**src/rtl/rr_arbiter_16_pkg.sv**
```systemverilog
// Shared definitions for the 16-way round-robin arbiter: sizes and FSM state encoding.
package rr_arbiter_16_pkg;

    localparam int N_REQ = 16;
    localparam int IDX_W = 4;

    typedef enum logic [1:0] {
        ST_IDLE  = 2'd0,
        ST_GRANT = 2'd1,
        ST_GAP   = 2'd2
    } arb_state_t;

endpackage

```
**src/rtl/decoder_4x16.sv**
```systemverilog
// 4-to-16 one-hot decoder used to drive requester select lines.
module decoder_4x16 (
    input  logic [3:0]  din,
    output logic [15:0] dout
);

    always_comb begin
        dout = 16'h0000;
        dout[din] = 1'b1;
    end

endmodule

```
**src/rtl/rr_arbiter_16.sv**
```systemverilog
// Round-robin arbiter for 16 requesters with bounded hold time and a one-cycle dead gap
// between grants; the one-hot grant comes only from registered index/valid.
//
// state    | meaning
// ---------+----------------------------------------------
// ST_IDLE  | no grant active, arbitrate when enabled
// ST_GRANT | one grant active, hold_cnt counts its cycles
// ST_GAP   | one dead cycle after a grant, then arbitrate
module rr_arbiter_16
    import rr_arbiter_16_pkg::*;
#(
    parameter int MAX_HOLD = 8
) (
    input  logic             clk,
    input  logic             rst_n,
    input  logic             en,
    input  logic [N_REQ-1:0] req,
    output logic [N_REQ-1:0] gnt,
    output logic [IDX_W-1:0] gnt_idx,
    output logic             gnt_valid
);

    localparam logic [7:0] HOLD_LAST = 8'(MAX_HOLD - 1);

    arb_state_t       state, state_nxt;
    logic [IDX_W-1:0] ptr, ptr_nxt;
    logic [IDX_W-1:0] idx_nxt;
    logic             valid_nxt;
    logic [7:0]       hold_cnt, hold_nxt;
    logic [IDX_W-1:0] winner;
    logic             arbitrate;
    logic [N_REQ-1:0] dec_out;

    // Rotate so that ptr+1 lands at bit 0, take the lowest set bit, then undo the rotation.
    function automatic logic [IDX_W-1:0] rr_pick(input logic [N_REQ-1:0] r,
                                                 input logic [IDX_W-1:0] p);
        logic [IDX_W-1:0]   start;
        logic [2*N_REQ-1:0] dbl;
        logic [N_REQ-1:0]   rot;
        logic [IDX_W-1:0]   off;
        start = p + 1'b1;
        dbl   = {r, r};
        rot   = dbl[start +: N_REQ];
        off   = '0;
        for (int i = N_REQ - 1; i >= 0; i--) begin
            if (rot[i]) off = IDX_W'(i);
        end
        return start + off;
    endfunction

    assign winner    = rr_pick(req, ptr);
    assign arbitrate = en && (req != '0);

    always_comb begin
        state_nxt = state;
        ptr_nxt   = ptr;
        idx_nxt   = gnt_idx;
        valid_nxt = gnt_valid;
        hold_nxt  = hold_cnt;
        unique case (state)
            ST_IDLE, ST_GAP: begin
                if (arbitrate) begin
                    state_nxt = ST_GRANT;
                    idx_nxt   = winner;
                    ptr_nxt   = winner;
                    valid_nxt = 1'b1;
                    hold_nxt  = 8'd0;
                end else begin
                    state_nxt = ST_IDLE;
                    valid_nxt = 1'b0;
                end
            end
            ST_GRANT: begin
                if (en && req[gnt_idx] && (hold_cnt < HOLD_LAST)) begin
                    hold_nxt = hold_cnt + 8'd1;
                end else begin
                    state_nxt = ST_GAP;
                    valid_nxt = 1'b0;
                end
            end
            default: begin
                state_nxt = ST_IDLE;
                valid_nxt = 1'b0;
            end
        endcase
    end

    // ptr resets to 15 so the very first search begins at requester 0.
    always_ff @(posedge clk or negedge rst_n) begin
        if (!rst_n) begin
            state     <= ST_IDLE;
            ptr       <= '1;
            gnt_idx   <= '0;
            gnt_valid <= 1'b0;
            hold_cnt  <= 8'd0;
        end else begin
            state     <= state_nxt;
            ptr       <= ptr_nxt;
            gnt_idx   <= idx_nxt;
            gnt_valid <= valid_nxt;
            hold_cnt  <= hold_nxt;
        end
    end

    decoder_4x16 u_dec (
        .din  (gnt_idx),
        .dout (dec_out)
    );

    assign gnt = dec_out & {N_REQ{gnt_valid}};

endmodule

```
**config.mk**
```make
export PLATFORM = sky130hd
export DESIGN_NAME = rr_arbiter_16
export DESIGN_NICKNAME = d
export VERILOG_FILES = /design/src/rtl/rr_arbiter_16_pkg.sv /design/src/rtl/decoder_4x16.sv /design/src/rtl/rr_arbiter_16.sv
export SDC_FILE = /design/constraint.sdc
export NUM_CORES = 1
export LEC_CHECK = 0
export CAP_MARGIN = 30
export CORE_UTILIZATION = 30
export DETAILED_ROUTE_END_ITERATION = 16
export RECOVER_POWER = 50
export SYNTH_ARGS = -nofsm -noshare
export SYNTH_HDL_FRONTEND = slang
export SYNTH_HIERARCHICAL = 1
export SYNTH_SLANG_ARGS = --single-unit
export TNS_END_PERCENT = 100
```
**constraint.sdc**
```tcl
create_clock -name clk -period 8.5 [get_ports clk]
set_input_delay 1.7 -clock clk [delete_from_list [all_inputs] [get_ports clk]]
set_output_delay 1.7 -clock clk [all_outputs]
set_load 0.005 [all_outputs]
```
==> flow_summary.json <==
{
  "fin_crit_ns": 5.41,
  "fin_cells": 373,
  "rsz0062_at_grt": "no",
  "outcome": "completed",
  "critPathRequiredTime_ns": 8.70,
  "synth_area_um2": 2620,
  "start_util_pct": 31.4,
  "power_per_cell_area_nw_per_um2": 457,
  "port_buffers": 39,
  "critPathArrivalTime_ns": 5.61,
  "synth_top_cell_by_area": "dfrtp_1",
  "maxSlewViolCount": 0,
  "p_sw_share_pct": 47.4,
  "diodes": 0,
  "initialDrtViolationCount": 170,
  "top_layer": "met4",
  "p_int_uw": 737,
  "hold_start": "state[1]",
  "synth.distinct_cells": 61,
  "place.gp.congestion": 0.863,
  "num_vias": 2098,
  "path_common_cell": "a21o_1",
  "crit_chain": "dlygate4sd3_1 > mux2_1 > mux4_2 > mux2_2 > a311oi_1 > nor3_1 > o311a_1 > o21ba_1 > ha_1 > a21o_1 > a21oi_1 > xnor2_1 > or2_2 > mux2i_1 > a21o_1",
  "antenna_left": 0,
  "p_total_uw": 1400,
  "leakage_uw": 0.00124,
  "p_seq_share_pct": 15.0,
  "ir_worst_vdd_mv": 0.196,
  "grt_pass1_vias": 2020,
  "clk_pin_slew_ns": 0.07,
  "post_cts_buffers": 0,
  "nets": 294,
  "max_cap_viol_count": 0,
  "cpMaxStageDelayCell": "dlygate4sd3_1",
  "hold_class": "reg2reg",
  "min_to": "state[1]",
  "synth_edf_count": 0,
  "r2r_cells": 16,
  "fin_tns_setup_ns": 0,
  "clock_sinks": 19,
  "yosysWarnings": 6,
  "hold_depth": 1,
  "max_stage_delay_ns": 0.66,
  "ys.flop_type": "dfrtp_1",
  "yosys_register_bits": 19,
  "synthesis.nets": 262,
  "r2r_slack_ns": 3.72,
  "first_pass_iters": 4,
  "cts-buffers-inserted": 3,
  "fill_cells": 827,
  "overflow": 0,
  "avgSynthCellArea_um2": 11.1,
  "max_freq_ghz": 0.185,
  "cp_max_fo": 8,
  "cts_tree": "yes",
  "cts_root_buf": "clkbuf_8",
  "reg2reg_from": "ptr[0]",
  "rows": 33,
  "finalCritPeriodShare_pct": 63.7,
  "yosysTopAreaCellShare_pct": 14.3,
  "async_flop_share_pct": 100,
  "detailed_place_hpwl_mm": 4.70,
  "worst_pin_slew_ns": 0.968,
  "drc": 0,
  "coreArea_um2": 8340,
  "wl_met1_mm": 2.96,
  "grt.total_usage_pct": 15.0,
  "dp_cells": 369,
  "ios": 40,
  "die_w_um": 95.5,
  "grt_pass1_wl_mm": 10.6,
  "yosys-top-cells-count": "mux2i_1, nand2_1, and2_1, mux2_2, dfrtp_1",
  "crit_family": "multiplexers",
  "ctsLongestPathBuffers": 2,
  "critPathKind": "in2reg",
  "hold_viol": 0,
  "hold_ws_ns": 0.435,
  "max_slew_margin_pct": 35.1,
  "wl_mm": 6.27,
  "switching_power_uw": 663,
  "yosysMostFrequentCell": "mux2i_1",
  "start_kind": "primary input",
  "dieArea_um2": 9120,
  "fp.dieH_um": 95.5,
  "setup_violations": 0,
  "finalClockSkew_ns": 0.00198,
  "drive_gt1_share_pct": 23.1,
  "post_cts_resized": 0,
  "grt_max_degree": 33,
  "clkPwrFrac_pct": 4.4,
  "met2_length_mm": 2.93,
  "worst_slack_ns": 3.09,
  "p_comb_share_pct": 80.6,
  "worstReg2RegEnd": "gnt_idx[3]",
  "netlist_top_cells_area": "dfrtp_1, mux4_2, mux2i_1",
  "cp_num_buf_inv": 1,
  "wl_per_cell_um": 16.8,
  "viasPerCell": 5.62,
  "antenna_found_initial": 0,
  "htreeDepth": 1,
  "syn_inst": 237,
  "post-place-ws_ns": 2.94,
  "ys_seq_area_share_pct": 18.3,
  "wl_met3_um": 284,
  "layout-area-overhead-vs-synth_pct": 16.9,
  "holdBufCountCts": 0,
  "clock_latency_ns": 0.25,
  "end_kind": "flip-flop"
}
==> logic make-up after synthesis <==
kind of cell | Yosys count | share of synthesized area, %
xor gates and xnor gates | 5 | 2.67
adders and majority gates | 6 | 3.15
AOI/OAI and AO/OA | 26 | 7.92
DFF | 19 | 18.3
and+or+nand+nor | 94 | 24.2
muxes | 68 | 37.5
buffers and inverters | 19 | 6.21
==> how the worst max path moves through the flow <==
stage / startpoint / endpoint / slack, ns / cells past startpoint
3_5_place_dp: req[0] / ptr[3] / 2.94 / 15
3_3_place_gp: req[0] / gnt_idx[3] / 3.01 / 15
2_1_floorplan: req[0] / gnt_idx[3] / 3.77 / 14
5_1_grt: req[0] / gnt_idx[3] / 2.88 / 15
6_report: req[0] / gnt_idx[3] / 3.09 / 15
4_1_cts: req[0] / gnt_idx[3] / 3.20 / 15
==> power groups by stage <==
stage	logic (uW)	registers (uW)	clock network (uW)
after CTS	1130	213	64.4
after global routing	1230	224	68.5
after global placement	1120	215	0
final	1130	210	61.7
after detailed placement	1120	216	0
after floorplan	988	162	0
==> sequential cells by signal (all words and copies together) (netlist names) <==
register	flops
ptr	4
gnt_valid	1
gnt_idx	4
hold_cnt	8
state	2
==> metrics by stage <==
step / instance area (um^2) / utilization, %
after floorplan: 2620 / -
after global placement: 3020 / 36.2
after detailed placement: 3020 / 36.2
after CTS: 3060 / 36.7
after global routing: 3060 / 36.7
final: 3060 / 36.7
==> cells in the final DEF, fill, tap and decap left out, types with 5 or more instances in the layout <==
cell and count:
ha_1 5, dlygate4sd3_1 8, dfrtp_1 15, and2_1 17
a21o_1 5, clkdlybuf4s50_1 31, nand2_1 22, mux2_2 20
nor2_1 6, mux4_1 6, mux2i_1 25, mux4_2 14
==> cell type report <==
class | count | area [um^2] | area share (%)
clock buffer | 4 | 45.0 | 1.47
inverter | 5 | 23.8 | 0.776
multi-input combinational | 199 | 1980 | 64.6
sequential | 19 | 480 | 15.7
tap | 105 | 131 | 4.29
timing repair buffer | 41 | 405 | 13.2
==> routing by layer <==
layer  vias to the layer above  GRT usage [%]
met5                         -              0
met4                         0           3.98
met3                         7           1.83
met2                        54           23.5
met1                      1048           21.6
li1                        989              -
==> worst register-to-register path, stage by stage (launching register included) <==
cell,delay [ns]
dfstp_2,0.77
ha_1,0.20
buf_4,0.38
mux2_2,0.44
mux4_2,0.50
mux2_2,0.31
a311oi_1,0.28
nor3_1,0.07
o311a_1,0.31
o21ba_1,0.17
ha_1,0.26
a21o_1,0.17
a21oi_1,0.17
xnor2_1,0.10
or2_2,0.31
mux2i_1,0.18
a21o_1,0.11
(Power assumes the default switching activity.)
